===== config.mk =====
export PLATFORM = sky130hd
export DESIGN_NAME = imem_loader_flat
export DESIGN_NICKNAME = d
export VERILOG_FILES = /design/src/rtl/imem_loader_if.sv /design/src/rtl/imem_loader.sv /design/src/flat_wrapper.sv
export SDC_FILE = /design/constraint.sdc
export NUM_CORES = 1
export LEC_CHECK = 0
export ABC_AREA = 1
export CORE_MARGIN = 4
export CORE_UTILIZATION = 43
export DETAILED_ROUTE_END_ITERATION = 12
export HOLD_SLACK_MARGIN = 0.15
export PLACE_DENSITY = 0.74
export SYNTH_ARGS = -nofsm -noshare
export SYNTH_HDL_FRONTEND = slang
export SYNTH_SLANG_ARGS = --single-unit

===== constraint.sdc =====
create_clock -name clk -period 1.5 [get_ports clk]
set_input_delay 0.225 -clock clk [delete_from_list [all_inputs] [get_ports clk]]
set_output_delay 0.225 -clock clk [all_outputs]
set_load 0.02 [all_outputs]

===== src/rtl/imem_loader_if.sv =====
// Bundle of the loader's control, byte-stream and memory-write signals.
// The slave modport is the loader's view; the master modport is the host/bench side.
interface imem_loader_if #(
    parameter int ADDR_W = 4
);
    logic              start;
    logic [ADDR_W:0]   word_count;
    logic              abort;
    logic [7:0]        rx_data;
    logic              rx_valid;
    logic              rx_ready;
    logic              mem_we;
    logic [15:0]       mem_addr;
    logic [15:0]       mem_wdata;
    logic              busy;
    logic              cpu_hold;
    logic              done;
    logic              error;
    logic [2:0]        dbg_state;

    // Byte handshake: a byte moves on every cycle where rx_valid and rx_ready are
    // both high; rx_valid may drop or stall for any length without loss.
    modport slave (
        input  start, word_count, abort, rx_data, rx_valid,
        output rx_ready, mem_we, mem_addr, mem_wdata, busy, cpu_hold, done, error,
               dbg_state
    );

    modport master (
        output start, word_count, abort, rx_data, rx_valid,
        input  rx_ready, mem_we, mem_addr, mem_wdata, busy, cpu_hold, done, error,
               dbg_state
    );
endinterface


===== src/rtl/imem_loader.sv =====
// Loads word_count 16-bit instructions, high byte first, from a byte stream
// into the instruction memory while holding the CPU stalled.
module imem_loader #(
    parameter int ADDR_W = 4
) (
    input  logic          clk,
    input  logic          rst,
    imem_loader_if.slave  bus
);
    typedef enum logic [2:0] {
        S_IDLE  = 3'd0,
        S_HI    = 3'd1,
        S_LO    = 3'd2,
        S_WRITE = 3'd3,
        S_DONE  = 3'd4
    } state_t;

    localparam logic [ADDR_W:0] CNT_ONE = (ADDR_W+1)'(1);

    state_t            state_q, state_d;
    logic [ADDR_W-1:0] idx_q, idx_d;
    logic [ADDR_W:0]   count_q, count_d;
    logic [7:0]        hi_q, hi_d;
    logic [15:0]       addr_q, addr_d;
    logic [15:0]       wdata_q, wdata_d;
    logic              rx_ready_q, rx_ready_d;
    logic              busy_q, busy_d;
    logic              we_q, we_d;
    logic              done_q, done_d;
    logic              error_q, error_d;
    logic              count_ok;
    logic              xfer;
    logic              last_word;

    // Legal counts are 1..2**ADDR_W: non-zero, and if the top bit is set the rest must be zero.
    assign count_ok  = (bus.word_count != '0) &&
                       (!bus.word_count[ADDR_W] || (bus.word_count[ADDR_W-1:0] == '0));
    assign xfer      = bus.rx_valid && rx_ready_q;
    assign last_word = ({1'b0, idx_q} == (count_q - CNT_ONE));

    always_comb begin
        state_d = state_q;
        idx_d   = idx_q;
        count_d = count_q;
        hi_d    = hi_q;
        addr_d  = addr_q;
        wdata_d = wdata_q;
        error_d = error_q;
        case (state_q)
            S_IDLE: begin
                if (bus.start) begin
                    if (count_ok) begin
                        error_d = 1'b0;
                        count_d = bus.word_count;
                        idx_d   = '0;
                        state_d = S_HI;
                    end else begin
                        error_d = 1'b1;
                    end
                end
            end
            S_HI: begin
                if (bus.abort) begin
                    error_d = 1'b1;
                    state_d = S_IDLE;
                end else if (xfer) begin
                    hi_d    = bus.rx_data;
                    state_d = S_LO;
                end
            end
            S_LO: begin
                if (bus.abort) begin
                    error_d = 1'b1;
                    state_d = S_IDLE;
                end else if (xfer) begin
                    // Word and address change together so both hold steady between writes.
                    wdata_d = {hi_q, bus.rx_data};
                    addr_d  = 16'({idx_q, 1'b0});
                    state_d = S_WRITE;
                end
            end
            S_WRITE: begin
                if (bus.abort) begin
                    error_d = 1'b1;
                    state_d = S_IDLE;
                end else if (last_word) begin
                    state_d = S_DONE;
                end else begin
                    idx_d   = idx_q + ADDR_W'(1);
                    state_d = S_HI;
                end
            end
            S_DONE:  state_d = S_IDLE;
            default: state_d = S_IDLE;
        endcase

        rx_ready_d = (state_d == S_HI) || (state_d == S_LO);
        busy_d     = (state_d != S_IDLE);
        we_d       = (state_d == S_WRITE);
        done_d     = (state_d == S_DONE);
    end

    always_ff @(posedge clk or posedge rst) begin
        if (rst) begin
            state_q    <= S_IDLE;
            idx_q      <= '0;
            count_q    <= '0;
            hi_q       <= '0;
            addr_q     <= '0;
            wdata_q    <= '0;
            rx_ready_q <= 1'b0;
            busy_q     <= 1'b0;
            we_q       <= 1'b0;
            done_q     <= 1'b0;
            error_q    <= 1'b0;
        end else begin
            state_q    <= state_d;
            idx_q      <= idx_d;
            count_q    <= count_d;
            hi_q       <= hi_d;
            addr_q     <= addr_d;
            wdata_q    <= wdata_d;
            rx_ready_q <= rx_ready_d;
            busy_q     <= busy_d;
            we_q       <= we_d;
            done_q     <= done_d;
            error_q    <= error_d;
        end
    end

    // An abort landing in WRITE must kill the strobe in that same cycle.
    assign bus.mem_we    = we_q && !bus.abort;
    assign bus.mem_addr  = addr_q;
    assign bus.mem_wdata = wdata_q;
    assign bus.rx_ready  = rx_ready_q;
    assign bus.busy      = busy_q;
    assign bus.cpu_hold  = busy_q;
    assign bus.done      = done_q;
    assign bus.error     = error_q;
    assign bus.dbg_state = state_q;
endmodule


===== src/flat_wrapper.sv =====
// flat-port wrapper written by rule: the top's interface ports become plain ports
module imem_loader_flat 
#(
    parameter int ADDR_W = 4
)
  (clk, rst, bus_start, bus_word_count, bus_abort, bus_rx_data, bus_rx_valid, bus_rx_ready, bus_mem_we, bus_mem_addr, bus_mem_wdata, bus_busy, bus_cpu_hold, bus_done, bus_error, bus_dbg_state);
  imem_loader_if #(.ADDR_W(ADDR_W)) bus_i ();
  input  logic clk;
  input  logic rst;
  input wire logic [$bits(bus_i.start)-1:0] bus_start;
  input wire logic [$bits(bus_i.word_count)-1:0] bus_word_count;
  input wire logic [$bits(bus_i.abort)-1:0] bus_abort;
  input wire logic [$bits(bus_i.rx_data)-1:0] bus_rx_data;
  input wire logic [$bits(bus_i.rx_valid)-1:0] bus_rx_valid;
  output wire logic [$bits(bus_i.rx_ready)-1:0] bus_rx_ready;
  output wire logic [$bits(bus_i.mem_we)-1:0] bus_mem_we;
  output wire logic [$bits(bus_i.mem_addr)-1:0] bus_mem_addr;
  output wire logic [$bits(bus_i.mem_wdata)-1:0] bus_mem_wdata;
  output wire logic [$bits(bus_i.busy)-1:0] bus_busy;
  output wire logic [$bits(bus_i.cpu_hold)-1:0] bus_cpu_hold;
  output wire logic [$bits(bus_i.done)-1:0] bus_done;
  output wire logic [$bits(bus_i.error)-1:0] bus_error;
  output wire logic [$bits(bus_i.dbg_state)-1:0] bus_dbg_state;
  assign bus_i.start = bus_start;
  assign bus_i.word_count = bus_word_count;
  assign bus_i.abort = bus_abort;
  assign bus_i.rx_data = bus_rx_data;
  assign bus_i.rx_valid = bus_rx_valid;
  assign bus_rx_ready = bus_i.rx_ready;
  assign bus_mem_we = bus_i.mem_we;
  assign bus_mem_addr = bus_i.mem_addr;
  assign bus_mem_wdata = bus_i.mem_wdata;
  assign bus_busy = bus_i.busy;
  assign bus_cpu_hold = bus_i.cpu_hold;
  assign bus_done = bus_i.done;
  assign bus_error = bus_i.error;
  assign bus_dbg_state = bus_i.dbg_state;
  imem_loader #(.ADDR_W(ADDR_W)) u_core (.clk(clk), .rst(rst), .bus(bus_i));
endmodule

# [After elaboration in Yosys (flattened, before gate mapping)]
# Cells that the tools add are included.
[classes] muxes=18 bitwise_logic=1 eq_ne=13 n_addsub=2 n_reduce_logical=19
[ops] cell="3-bit 2-to-1 mux" count=8
[ops] cell="4-bit 2-to-1 mux" count=4
[ops] cell="3-bit by 2-bit == test with 1-bit output, second input constant" count=4
[ops] cell="3-bit case mux with 4 select lines" count=1
[ops] cell="3-bit AND reduction" count=4
[ops] cell="4-bit case mux with 2 select lines" count=1
[ops] cell="3-bit by 1-bit == test with 1-bit output, second input constant" count=2
[ops] cell="2-bit != test, second input constant" count=3
[ops] cell="4-bit by 5-bit == test with 1-bit output" count=1
[ops] cell="5-bit AND reduction" count=1
[ops] cell="5-bit nonzero test" count=1
[ops] cell="5-bit by 1-bit subtractor with 5-bit output, second input constant" count=1
[ops] cell="4-bit by 1-bit adder with 4-bit output, second input constant" count=1
[ops] cell="4-bit zero test" count=1
[ops] cell="2-bit by 1-bit != test with 1-bit output, second input constant" count=2
[ops] cell="2-bit nonzero test" count=2
[ops] cell="3-bit == test, second input constant" count=1
[ops] cell="1-bit logical AND" count=3
[ops] cell="3-bit zero test" count=1
[ops] cell="1-bit 2-to-1 mux" count=3
[ops] cell="3-bit nonzero test" count=1
[ops] cell="3-bit OR reduction" count=1
[ops] cell="1-bit zero test" count=2
[ops] cell="1-bit logical OR" count=2
[ops] cell="2 further kinds" count=2
[totals] inputBits=18 out_inout_bits=41 elab_cells=64 regBits=45

# [Depth between registers and ports, before layout]
# Gate-level depths: netlist (run 1).
[depth] word_depth=8 mapped_depth=12 mapped_depth_nobuf=12

# [Least setup slack after synthesis (run 1)]
# OpenSTA, ideal clock, no wires.
[synth_path] path_type="reg-to-reg" start="register u_core.count_q[0]" end="register u_core.rx_ready_q, in the netlist u_core.bus.rx_ready" period_less_slack_ps=1525 n_path_buf=0 t_arrival_ps=1409 path_stages_with_launch=13 setup_time_ps=116 slack_ps=-25 required_time_ps=1384 cell_sequence="dfrtp_1 inv_1 ha_1 nand2_1 inv_1 nor2_1 nand2_1 nor2_2 nand3_2 nand2_1 nand2_2 nand2_1 nand2_1"
[synth_between] elab_chain_len=7 word_cells_on_any_way=8 cone_classes="add/sub: 1; eq/ne: 3; mux: 3; reduce/logical: 1"
[synth_rtl] item="from (decl)" line="imem_loader.sv:22" rtl="logic [ADDR_W:0] count_q, count_d;"
[synth_rtl] item="from (signal assigned)" line="imem_loader.sv:119" rtl="count_q <= count_d;"
[synth_rtl] item="5-bit by 1-bit subtractor with 5-bit output *" line="imem_loader.sv:39" rtl="assign last_word = ({1'b0, idx_q} == (count_q - CNT_ONE));"
[synth_rtl] item="4-bit by 5-bit == test with 1-bit output *" line="imem_loader.sv:39"
[synth_rtl] item="3-bit 2-to-1 mux *" line="imem_loader.sv:86" rtl="end else if (last_word) begin"
[synth_rtl] item="3-bit 2-to-1 mux *" line="imem_loader.sv:83" rtl="if (bus.abort) begin"
[synth_rtl] item="3-bit case mux with 4 select lines *" line="imem_loader.sv:49" rtl="case (state_q)"
[synth_rtl] item="net u_core.state_d[0]" line="imem_loader.sv:20" rtl="state_t state_q, state_d;"
[synth_rtl] item="3-bit by 1-bit == test with 1-bit output / 3-bit by 2-bit == test with 1-bit output (equally long branches)" line="imem_loader.sv:97" rtl="rx_ready_d = (state_d == S_HI) || (state_d == S_LO);"
[synth_rtl] item="1-bit logical OR *" line="imem_loader.sv:97"
[synth_rtl] item="net u_core.rx_ready_d" line="imem_loader.sv:26" rtl="logic rx_ready_q, rx_ready_d;"
[synth_rtl] item="to (signal assigned)" line="imem_loader.sv:123" rtl="rx_ready_q <= rx_ready_d;"
[synth_rtl] item="to (decl)" line="imem_loader.sv:26"
# The timed path passes the listed nets; every way through them passes the cells marked *.
# A chain may end at the register's enable or synchronous reset.

# [Final worst setup path (run 1)]
[layout_path] start="register u_core.count_q[1]" end="register u_core.busy_q, in the netlist u_core.bus.busy"
[layout_between] elab_chain_len=6
[layout_rtl] item="5-bit by 1-bit subtractor with 5-bit output" line="imem_loader.sv:39"
[layout_rtl] item="4-bit by 5-bit == test with 1-bit output" line="imem_loader.sv:39"
[layout_rtl] item="3-bit 2-to-1 mux" line="imem_loader.sv:86"
[layout_rtl] item="3-bit 2-to-1 mux" line="imem_loader.sv:83"
[layout_rtl] item="3-bit case mux with 4 select lines" line="imem_loader.sv:49"
[layout_rtl] item="3-bit nonzero test" line="imem_loader.sv:98" rtl="busy_d = (state_d != S_IDLE);"
[layout_rtl] item="net u_core.busy_d" line="imem_loader.sv:27" rtl="logic busy_q, busy_d;"
[layout_rtl] item="to (signal assigned)" line="imem_loader.sv:124" rtl="busy_q <= busy_d;"
[layout_rtl] item="to (decl)" line="imem_loader.sv:27"
# The timed path passes the listed nets, and every way through them passes these cells.

==> results of run 1 <==
-- layer usage --
metal	track usage	routed length [um]	vias up
met3	0.0339	198	9
li1	-	-	937
met4	0.0659	91	0
met2	0.289	2520	49
met1	0.213	2190	865
met5	0	0	-
-- per-stage QoR --
step | worst slack, ns | hold slack, ns | cells | utilization | total power, mW
3_3_place_gp | -0.0943 | 0.463 | 391 | 0.586 | 2.52
6_report | -0.102 | 0.260 | 401 | 0.627 | 3.56
3_5_place_dp | -0.188 | 0.468 | 391 | 0.586 | 2.56
2_1_floorplan | -0.0140 | 0.335 | 279 | - | 2.22
5_1_grt | -0.214 | 0.302 | 401 | 0.627 | 3.77
4_1_cts | -0.146 | 0.272 | 400 | 0.613 | 3.52
-- worst paths after layout --
check / to / depth (start not counted) / startpoint / slack (ns)
worst min-delay path: u_core.bus.mem_wdata[0]$_DFFE_PP0P_ / 3 / rst / 0.26
worst max-delay path: u_core.bus.busy$_DFF_PP0_ / 9 / u_core.count_q[1]$_DFFE_PP0P_ / -0.10
worst min register to register: u_core.bus.mem_wdata[7]$_DFFE_PP0P_ / 2 / u_core.bus.mem_wdata[7]$_DFFE_PP0P_ / 0.48
worst max register to register: u_core.bus.busy$_DFF_PP0_ / 9 / u_core.count_q[1]$_DFFE_PP0P_ / -0.10
min in group clk: u_core.bus.mem_wdata[7]$_DFFE_PP0P_ / 2 / u_core.bus.mem_wdata[7]$_DFFE_PP0P_ / 0.48
max in group asynchronous: u_core.bus.dbg_state[0]$_DFF_PP0_ / 3 / rst / 1.01
-- repair_timing --
| item | CTS | global route |
|---|---|---|
| buffers inserted | 1 | 1 |
| pin swaps | 7 | 10 |
| endpoints found under the setup margin | 23 | 26 |
| gates resized for setup | 23 | 22 |
-- cells in the final DEF, fill, tap and decap left out, types with 2 or more instances in the layout --
master / netlist / routed
sky130_fd_sc_hd__nor2_1: 15 / 12
sky130_fd_sc_hd__clkbuf_8: 0 / 5
sky130_fd_sc_hd__nor2_2: 4 / 4
sky130_fd_sc_hd__a21oi_1: 4 / 3
sky130_fd_sc_hd__dfrtp_1: 45 / 45
sky130_fd_sc_hd__buf_12: 0 / 3
sky130_fd_sc_hd__conb_1: 1 / 12
sky130_fd_sc_hd__o21ai_0: 8 / 8
sky130_fd_sc_hd__o21ai_2: 7 / 7
sky130_fd_sc_hd__o21ai_1: 10 / 10
sky130_fd_sc_hd__xor2_1: 2 / 2
sky130_fd_sc_hd__nand3_1: 13 / 13
sky130_fd_sc_hd__nor2_4: 1 / 4
sky130_fd_sc_hd__clkdlybuf4s50_1: 0 / 18
sky130_fd_sc_hd__inv_1: 34 / 30
sky130_fd_sc_hd__nand2_1: 81 / 76
sky130_fd_sc_hd__buf_4: 13 / 16
sky130_fd_sc_hd__inv_2: 4 / 7
sky130_fd_sc_hd__nand2_2: 8 / 12
sky130_fd_sc_hd__dlygate4sd2_1: 0 / 16
sky130_fd_sc_hd__dlymetal6s2s_1: 0 / 12
sky130_fd_sc_hd__nand4_1: 5 / 5
-- kinds of logic (layout without fill, tap and decap cells) --
logic type,Yosys count,after routing,share of synthesized area
adders and majority gates,2,2,0.0113
xor gates and xnor gates,2,2,0.00791
and+or+nand+nor,132,132,0.269
DFF,45,45,0.508
buffers and inverters,56,111,0.121
other,1,12,0.00169
AOI/OAI and AO/OA,30,30,0.0807
-- synthesized netlist by cell type --
cell,count
sky130_fd_sc_hd__buf_4,13
sky130_fd_sc_hd__nor4_1,1
sky130_fd_sc_hd__buf_2,2
sky130_fd_sc_hd__buf_6,1
sky130_fd_sc_hd__nand3_2,2
sky130_fd_sc_hd__o31ai_1,1
sky130_fd_sc_hd__o21ai_2,7
sky130_fd_sc_hd__nor3_2,1
sky130_fd_sc_hd__nor2_1,15
sky130_fd_sc_hd__xor2_1,2
sky130_fd_sc_hd__nand4_1,5
sky130_fd_sc_hd__nand3_1,13
sky130_fd_sc_hd__nand2_2,8
sky130_fd_sc_hd__nand2_1,81
sky130_fd_sc_hd__nor2_4,1
sky130_fd_sc_hd__nor2_2,4
sky130_fd_sc_hd__o21ai_1,10
sky130_fd_sc_hd__inv_2,4
sky130_fd_sc_hd__nor3_4,1
sky130_fd_sc_hd__ha_1,2
sky130_fd_sc_hd__a21oi_1,4
sky130_fd_sc_hd__dfrtp_1,45
sky130_fd_sc_hd__conb_1,1
sky130_fd_sc_hd__inv_1,34
sky130_fd_sc_hd__o21ai_0,8
sky130_fd_sc_hd__clkbuf_1,2
-- critical path: stages (launching register included) --
cell and delay, ns:
sky130_fd_sc_hd__dfrtp_1 0.37, sky130_fd_sc_hd__inv_2 0.06, sky130_fd_sc_hd__ha_4 0.27, sky130_fd_sc_hd__nor2_1 0.06
sky130_fd_sc_hd__nor2_4 0.13, sky130_fd_sc_hd__nand2_2 0.08, sky130_fd_sc_hd__nor2_4 0.11, sky130_fd_sc_hd__nand3_4 0.13
sky130_fd_sc_hd__a21oi_2 0.15, sky130_fd_sc_hd__nand3_1 0.09
-- report_power, final --
group	internal, mW	switching (mW)
clock	0.500	0.422
sequential	1.42	0.132
combinational	0.454	0.636
total	2.37	1.19
-- flip-flops by register name (all words and copies together) (netlist names), 3 cells and up --
register              count
u_core.bus.mem_addr       4
u_core.idx_q              4
u_core.bus.dbg_state      3
u_core.hi_q               8
u_core.bus.mem_wdata     16
u_core.count_q            5
-- cell type report --
class / count / area (um2)
clock inverter: 2 / 38.8
sequential: 45 / 1130
fill: 409 / 1810
clock buffer: 6 / 72.6
tap: 67 / 83.8
inverter: 38 / 143
timing repair buffer: 65 / 651
multi-input combinational: 178 / 926
==> implementation parameters, run 1 <==
Parameter                              Value

Routing
  Post-detailed-route wirelength per cell    12.4 um
  Total Wirelength    4990 um
  Number of remaining DRC errors    0
  Number of iterations in the first detailed-routing pass    4
  Vias after detailed routing    1860
  Antenna Violating Nets Remaining    0
  Average vias per placed instance    4.64
  Initial drt markers    101

Logic synthesis
  Largest cells by area after synthesis    sky130_fd_sc_hd__dfrtp_1, sky130_fd_sc_hd__nand2_1, sky130_fd_sc_hd__inv_1, sky130_fd_sc_hd__buf_4, sky130_fd_sc_hd__nand3_1
  Mean instance size in the synthesized netlist    8.27 um2
  Netlist area before placement    2220 um2
  Area share of the largest cell type after synthesis    0.508
  Share of synthesized area occupied by flip-flops and latches    0.508
  Yosys cell types    26
  Synthesis-stage register bit count    45
  Leading area contributor after synthesis    sky130_fd_sc_hd__dfrtp_1
  Synthesis Warnings    0
  Post-Synthesis Cells    268

Clocking
  Clock slew seen by the registers of the worst setup and hold paths    0.09 ns
  Num CTS Buffers    5
  Clock tree from TritonCTS    built
  Maximum clock path buffer count    2
  Maximum level of the CTS H-tree    2
  Clk Tree Root Cell    sky130_fd_sc_hd__clkbuf_8
  Clock Sink Count    45
  Clk_lat worst skew    0.30 ns
  Hold-fix buffer count after cts    0

Setup path
  Arrival @ worst endpoint    1.77 ns
  Highest net fanout along the worst path    4
  Crit path kind    reg2reg
  CP required    1.67 ns
  Endpoint kind of the worst setup timing path    flip-flop
  Launching element type of the critical path    flip-flop

Layout
  Area growth from synthesis to layout    37.2%
  Antenna diodes    0
  Design Area, Final    3040 um2
  Final layout net count    353
  Fraction of final layout cells sized beyond drive strength 1    0.201

Global routing
  Initial antenna violation count    0
  Global-route wire length before repair    8470 um
  Total track usage    0.170
  GRT overflow    0
  Number of global-route vias before repair    1868
  Pin count of the biggest net entering global routing    46

STA
  Final clock skew    0.00857 ns
  Setup repair after global routing missed its margin    yes
  Worst setup slack after layout    -0.102 ns
  Endpoints failing setup    6
  Sum Neg Setup Slack    -0.522 ns
  Total count of hold-check failures in the final report    0
  Number of pins exceeding their max-slew limit in the final report    0
  Shortest clock period the worst path allows after layout    1.60 ns
  Share of the clock period used by the worst path after layout    1.07
  Maximum clock frequency    0.624 GHz

Floorplan
  Ports    59
  Die ar.    6370 um2
  Die width    79.8 um
  Effective utilization at floorplan    0.457
  Die height    79.8 um
  Floorplan core area    4850 um2
  Num rows    25

Hold path
  Worst hold-check path type    in2async

Placed design
  Sum of net half-perimeters after detailed placement    3490 um
  Placed cell area    2840 um2
  Port Buffers    46
  Gp weighted congestion    0.788

Power and ir drop
  Max IR drop VDD    771 uV
  Static leakage    1.80 nW
  Cell Pwr Density    1170 nW/um2

Flow run
  Max-cap violations    0

Outcome
  Result of the run    finished with violations
  Violated checks    negative setup slack
(Power assumes the default switching activity.)
==> run 2, diff against run 1 <==
CORE_UTILIZATION = 48   (was 43)
PLACE_DENSITY = 0.78   (was 0.74)
clock period = 1.8 ns   (was 1.5 ns; I/O delays follow)
==> implementation parameters, run 2 (synthesis results as in run 1) <==
Parameter                              Value

STA
  Number of pins exceeding their max-slew limit in the final report    0 (unchanged)
  Endpoints failing setup    0 (-6)
  Shortest clock period the worst path allows after layout    1.72 ns
  Tightest slew margin relative to the limit    0.616
  Worst setup slack after layout    0.0752 ns (+0.177 ns)
  Share of the clock period used by the worst path after layout    0.958
  Total count of hold-check failures in the final report    0 (unchanged)
  Final clock skew    0.00661 ns (-0.00197 ns)
  Worst-Margin Slew    0.570 ns
  Maximum clock frequency    0.580 GHz
  Worst hold-check slack    0.309 ns (+0.0489 ns)

Layout
  Antenna diodes    0 (unchanged)
  Most common cell after layout, fill and taps aside    sky130_fd_sc_hd__nand2_1
  Leading cell types in the layout, fill and taps excluded    sky130_fd_sc_hd__nand2_1, sky130_fd_sc_hd__clkdlybuf4s50_1, sky130_fd_sc_hd__dfrtp_1
  Flip-flop count of the largest register, all copies and words added    16 (unchanged)
  Final layout net count    342 (-3.1%)
  Design Area, Final    2870 um2 (-5.6%)
  Count of non-filler cells in the finished layout    374 (-6.7%)
  Area growth from synthesis to layout    29.6%
  Fraction of final layout cells sized beyond drive strength 1    0.155 (-0.0453)
  Fillers    358 (-12%)

Setup path
  Launching element type of the critical path    flip-flop
  Register-to-Register Setup Slack    0.12 ns (+0.22 ns)
  Critical path depth    1 (-8)
  Worst-path cell with the longest stage delay    sky130_fd_sc_hd__clkdlybuf4s50_1
  Largest stage delay, worst path    0.66 ns (+0.29 ns)
  Destination of the worst register-to-register timing path    u_core.bus.rx_ready$_DFF_PP0_
  Arrival @ worst endpoint    1.45 ns (-0.32 ns)
  Worst reg2reg path depth    12 (+3)
  Count of buffer and inverter cells on the critical path    1 (unchanged)
  Top delay family on crit path    buffers and inverters
  CP required    1.53 ns (-0.14 ns)
  Highest net fanout along the worst path    7 (+3)
  Crit path kind    reg2out
  Endpoint kind of the worst setup timing path    output pin
  Cell breakdown of the critical path    clkdlybuf4s50_1
  Startpoint of the worst-slack reg-to-reg timing path    u_core.count_q[1]$_DFFE_PP0P_

Global routing
  GRT overflow    0 (unchanged)
  Met3 demand-to-capacity share in global routing    0.0391 (+0.00524)
  Number of global-route vias before repair    1808 (-3.2%)
  Total track usage    0.164 (-0.00613)
  Initial antenna violation count    0 (unchanged)
  Met2 global-route usage    0.283 (-0.00542)
  Global-route wire length before repair    7830 um (-7.6%)
  Pin count of the biggest net entering global routing    46 (unchanged)
  Busiest metal layer after global routing    met2
  Global-route met1 utilization    0.192 (-0.0202)

Placed design
  Port Buffers    46 (unchanged)
  DP Cell Count    364 (-6.9%)
  Placed cell area    2720 um2 (-4.4%)
  Gp weighted congestion    0.810 (+2.8%)
  Sum of net half-perimeters after detailed placement    3220 um (-7.8%)
  Post-placement setup slack    0.0311 ns (+0.219 ns)

Routing
  Antenna Violating Nets Remaining    0 (unchanged)
  Initial drt markers    134 (+33%)
  Number of remaining DRC errors    0 (unchanged)
  Number of iterations in the first detailed-routing pass    4 (unchanged)
  Total Wirelength    4410 um (-12%)
  Post-detailed-route wirelength per cell    11.8 um (-5.2%)
  Vias after detailed routing    1786 (-4.0%)
  Average vias per placed instance    4.78 (+3.0%)

Floorplan
  Ports    59 (unchanged)
  Die ar.    5770 um2 (-9.4%)
  Effective utilization at floorplan    0.502 (+0.0450)
  Die width    75.9 um (-4.8%)
  Num rows    24 (-4.0%)
  Die height    75.9 um (-4.8%)
  Floorplan core area    4410 um2 (-9.0%)

Clocking
  Clock Sink Count    45 (unchanged)
  Clk_lat worst skew    0.30 ns (about the same)
  Maximum clock path buffer count    2 (unchanged)
  Maximum level of the CTS H-tree    2 (unchanged)
  Clk Tree Root Cell    sky130_fd_sc_hd__clkbuf_8
  Clock slew seen by the registers of the worst setup and hold paths    0.08 ns (about the same)
  Hold-fix buffer count after cts    0 (unchanged)
  Clock tree from TritonCTS    built
  Num CTS Buffers    5 (unchanged)

Flow run
  Max-cap violations    0 (unchanged)

Hold path
  Worst hold-check path type    in2async

Power and ir drop
  Total power draw    2.86 mW (-20%)
  Max IR drop VDD    595 uV (-23%)
  Cell Pwr Density    997 nW/um2 (-15%)
  Static leakage    1.49 nW (-17%)

Outcome
  Result of the run    completed
run 2: cell types whose count changed in the layout (fill, tap and decap cells not counted), moves of 2 or more:
cell,delta
sky130_fd_sc_hd__nand2_2,-3
sky130_fd_sc_hd__nand2_1,+4
sky130_fd_sc_hd__buf_4,-10
sky130_fd_sc_hd__nor2_2,+2
sky130_fd_sc_hd__dlymetal6s2s_1,-11
sky130_fd_sc_hd__dlygate4sd2_1,-16
sky130_fd_sc_hd__clkdlybuf4s50_1,+27
sky130_fd_sc_hd__nor2_4,-3
run 2: worst max path at each step:
stage | from | to
after floorplan | u_core.count_q[0]$_DFFE_PP0P_ | u_core.bus.rx_ready$_DFF_PP0_
after global placement | bus_abort | bus_mem_we
after detailed placement | bus_abort | bus_mem_we
after CTS | bus_abort | bus_mem_we
after global routing | u_core.count_q[1]$_DFFE_PP0P_ | u_core.idx_q[0]$_DFFE_PP0P_
final | u_core.bus.dbg_state[2]$_DFF_PP0_ | bus_dbg_state[2]
run 2: power by group:
part | leakage (nW) | internal, mW | switching, mW
logic | 0.833 | 0.367 | 0.473
clock network | 0.0540 | 0.404 | 0.329
registers | 0.601 | 1.18 | 0.107
run 2: metal layers:
| metal | vias to the layer above | wire (um) |
|---|---|---|
| met1 | 819 | 1860 |
| met4 | 0 | 87 |
| met2 | 45 | 2270 |
| li1 | 914 | - |
| met5 | - | 0 |
| met3 | 8 | 198 |
run 2: area by class of cell:
type                       instances  area, um2  share of cell area
tap                               52       65.1              0.0227
timing repair buffer              54        548               0.191
inverter                          38        143              0.0497
sequential                        45       1130               0.392
clock inverter                     2       35.0              0.0122
multi-input combinational        178        886               0.308
clock buffer                       5       68.8              0.0240
run 2: through the flow:
stage | utilization | setup TNS [ns]
2_1_floorplan | - | 0
3_3_place_gp | 0.616 | 0
3_5_place_dp | 0.616 | 0
4_1_cts | 0.639 | 0
5_1_grt | 0.651 | -0.00796
6_report | 0.651 | 0
run 2: what timing repair did:
item / 4_1_cts / 5_1_grt
endpoints found under the setup margin: 0 / 8
setup buffers: 0 / 3
resized for setup: 0 / 8
